File: src/rtl/distributed_ram_queue.sv
// Circular FIFO over a 1-write/1-async-read distributed RAM. Occupancy is tracked
// in a dedicated count register, so full/empty never depend on pointer equality.
module distributed_ram_queue #(
  parameter int ENTRY_NUM      = 4,
  parameter int ENTRY_BIT_SIZE = 4,
  parameter int INDEX_BIT_SIZE = $clog2(ENTRY_NUM)
) (
  input  logic                              clk,
  input  logic                              rst_n,
  input  logic                              flush,
  input  logic                              pushValid,
  output logic                              pushReady,
  input  logic [ENTRY_BIT_SIZE-1:0]         pushData,
  output logic                              popValid,
  input  logic                              popReady,
  output logic [ENTRY_BIT_SIZE-1:0]         popData,
  output logic [$clog2(ENTRY_NUM+1)-1:0]    count,
  output logic                              full,
  output logic                              empty
);

  localparam int COUNT_BIT_SIZE = $clog2(ENTRY_NUM + 1);

  logic [ENTRY_BIT_SIZE-1:0] mem [ENTRY_NUM];
  logic [INDEX_BIT_SIZE-1:0] head_ptr;
  logic [INDEX_BIT_SIZE-1:0] tail_ptr;
  logic [COUNT_BIT_SIZE-1:0] count_q;
  logic                      push_fire;
  logic                      pop_fire;

  // Status comes from registers only; no path from pushValid/popReady.
  assign full      = (count_q == COUNT_BIT_SIZE'(ENTRY_NUM));
  assign empty     = (count_q == '0);
  assign count     = count_q;
  assign pushReady = !full;
  assign popValid  = !empty;
  assign popData   = mem[head_ptr];

  // A flush swallows any push offered in the same cycle, including its RAM write.
  assign push_fire = pushValid && pushReady && !flush;
  assign pop_fire  = popValid && popReady && !flush;

  // NOTE: storage has no reset so it maps onto distributed RAM; nothing reads a
  // slot before it has been written because popValid gates popData.
  always_ff @(posedge clk) begin
    if (push_fire) begin
      mem[tail_ptr] <= pushData;
    end
  end

  // NOTE: all state uses non-blocking assignments so every register samples
  // the pre-edge values regardless of statement order.
  always_ff @(posedge clk or negedge rst_n) begin
    if (!rst_n) begin
      head_ptr <= '0;
      tail_ptr <= '0;
      count_q  <= '0;
    end else if (flush) begin
      head_ptr <= '0;
      tail_ptr <= '0;
      count_q  <= '0;
    end else begin
      if (push_fire) begin
        tail_ptr <= tail_ptr + INDEX_BIT_SIZE'(1);
      end
      if (pop_fire) begin
        head_ptr <= head_ptr + INDEX_BIT_SIZE'(1);
      end
      if (push_fire && !pop_fire) begin
        count_q <= count_q + COUNT_BIT_SIZE'(1);
      end else if (pop_fire && !push_fire) begin
        count_q <= count_q - COUNT_BIT_SIZE'(1);
      end
    end
  end

endmodule

File: config.mk
export PLATFORM = sky130hd
export DESIGN_NAME = distributed_ram_queue
export DESIGN_NICKNAME = d
export VERILOG_FILES = /design/src/rtl/distributed_ram_queue.sv
export SDC_FILE = /design/constraint.sdc
export NUM_CORES = 1
export LEC_CHECK = 0
export CAP_MARGIN = 10
export CORE_AREA = 2 2 60 62
export DETAILED_ROUTE_END_ITERATION = 10
export DIE_AREA = 0 0 62 64
export PLACE_DENSITY_LB_ADDON = 0.15
export SYNTH_ARGS = -nofsm -noshare
export SYNTH_HDL_FRONTEND = slang
export SYNTH_SLANG_ARGS = --single-unit
export TNS_END_PERCENT = 10
File: constraint.sdc
create_clock -name clk -period 4.3 [get_ports clk]
set_clock_uncertainty 0.05 [all_clocks]
set_input_delay 0.86 -clock clk [delete_from_list [all_inputs] [get_ports clk]]
set_output_delay 0.86 -clock clk [all_outputs]
set_load 0.005 [all_outputs]
==> qor.yml <==
min_period_ps: 2810
yosysWarnings: 0
synth_cell_types: 29
synth_fp_nets: 97
num_antenna_cells: 0
grt_max_degree: 15
start_kind: "flop"
end_kind: "output port"
synth-seq-cells: 23
nFillCells: 319
worstPathRequired_ps: 3390
peakVddDrop_v: 0.000147
area_growth_pct: 22.6
yosysTopAreaCellShare_pct: 42.8
grt.busiest_layer: "met2"
die_h_um: 64
cts_tree: "done"
criticalPathCategory: "flop to output port"
yosysTopAreaCell: "edfxtp_1"
core.rowCount: 21
placed_area_um2: 1350
routed_wl_um: 2020
grtUsageMet1_pct: 15.3
cts_root_buffer: "clkbuf_4"
portBuffers: 19
fin_setup_tns_ps: 0
start_util_pct: 34.2
antenna_found_initial: 0
ant_nets: 0
final_area_um2: 1380
holdBufCountCts: 0
fin_nets: 116
grt_pass1_wl_um: 3350
grt_use_met3_pct: 2.43
worstPathArrival_ps: 1900
grt_pass1_vias: 708
outcome: "completed"
hold_path_class: "flop to flop"
ys_top_cells_by_area: "edfxtp_1 43%, dfrtp_1 16%, mux4_2 8.0%"
cts_max_level: 1
drt-vias-per-instance: 4.61
ctsResizeCount: 0
dr.pass1.iters: 4
via_count: 677
cts_buffer_depth: 2
powerDensity_nw_per_um2: 489
fmax_mhz: 356
place.detailed.hpwl_um: 1530
worstSkewPairLatency_ps: 310
final_hold_viol_count: 0
drc: 0
grt_remaining_overflow: 0
numCtsBuffers: 3
slew_viol_final: 0
met2_usage_pct: 18.4
slew_headroom_pct: 69.9
power.leakage_nw: 0.518
rsz0062_at_grt: "false"
dieArea_um2: 3970
worst_slew_pin_slew_ps: 446
clk_pin_slew_ps: 130
maxCapViolCount: 0
io_pins: 20
wire_per_inst_um: 13.8
cp_max_fo: 6
synthesis.area_um2: 1120
final_layout_size_suffix_gt1_share_pct: 14.9
yosysSeqAreaShare_pct: 58.4
setup_violations: 0
period_share_pct: 65.4
syn_area_per_cell_um2: 13.5
cts_sinks: 23
synthCells: 83
core-area_um2: 3280
gp_congestion: 0.738
cts_setup_buffers: 0
drtIter0Drc: 19
grt_usage_pct: 11.7
die_w_um: 62
-- final timing paths --
check	from	to	slack, ps	depth (start not counted)
max	head_ptr[0]	popData[2]	1490	2
min	tail_ptr[1]	tail_ptr[1]	570	2
max reg2reg	count[0]	count[2]	1830	8
min reg2reg	tail_ptr[1]	tail_ptr[1]	570	2
max in group asynchronous	rst_n	count[0]	3180	1
min in group asynchronous	rst_n	tail_ptr[1]	750	1
-- layout by cell type, fill, tap and decap left out, drive strengths merged, types with 2 or more instances in the layout --
master	n
clkbuf	3
o21ai	3
mux2	2
mux4	4
ha	4
nor2	9
dfrtp	7
clkdlybuf4s50	19
inv	8
a21oi	2
and2	5
nand3	2
edfxtp	16
xor2	2
-- worst max-delay path: stages, from the launching register on --
cell and delay [ps]:
dfrtp_1 590, mux4_2 550, clkdlybuf4s50_1 460
-- Yosys cell counts --
cell type / count
o21ai_0: 3
or3b_4: 1
mux2_2: 2
o311ai_0: 1
clkbuf_1: 1
nor3_1: 1
ha_1: 4
o21a_1: 1
nor2_1: 9
a311oi_1: 1
a221oi_2: 1
and3b_1: 1
mux4_2: 4
mux2i_1: 1
a21o_1: 1
buf_2: 4
a211oi_1: 1
edfxtp_1: 16
fa_1: 1
or3_2: 1
and2_1: 5
dfrtp_1: 7
inv_1: 7
nand3_1: 2
a21oi_1: 2
xor2_1: 2
inv_2: 1
a31o_2: 1
o31ai_1: 1
-- state kept, by name, summed over array words and instances (netlist names) --
register / count
count: 3
head_ptr: 2
mem: 16
tail_ptr: 2
-- through the flow --
step	utilization (%)	setup WS, ps	hold WS, ps	power [mW]	std cells
after floorplan	-	1810	507	0.458	83
after global placement	41.0	1260	535	0.580	143
after detailed placement	41.0	1180	558	0.582	143
after CTS	41.9	1450	578	0.684	147
after global routing	41.9	1370	590	0.730	147
final	41.9	1490	571	0.674	147
-- routing by layer --
metal	part of all wire (%)	routed length [um]
met1	48	981
met5	0	0
met4	0.69	14
met2	47	956
met3	3.5	71
-- layout make-up --
class | instances | area, um2 | area share (%)
clock buffers | 3 | 22.5 | 1.63
clock inverters | 1 | 7.51 | 0.545
inverters | 8 | 30.0 | 2.18
multi-input cells | 47 | 414 | 30.1
flip-flops and latches | 23 | 656 | 47.6
well taps | 46 | 57.6 | 4.18
repair buffers | 19 | 190 | 13.8
-- power breakdown --
part / internal (mW) / switching (mW) / total [mW]
Sequential: 0.264 / 0.0479 / 0.312
Combinational: 0.164 / 0.0982 / 0.262
Clock: 0.0354 / 0.0653 / 0.101
-- logic make-up after synthesis --
group / Yosys count / share of synthesized area, %
AO/OA/AOI/OAI: 13 / 8.58
XOR/XNOR: 2 / 1.56
flip-flops: 23 / 58.4
multiplexers: 7 / 10.9
AND/OR/NAND/NOR: 20 / 9.58
buffers and inverters: 13 / 4.79
adder cells (fa/ha/maj): 5 / 6.24
Note: power is estimated with default switching activity, not from simulation.
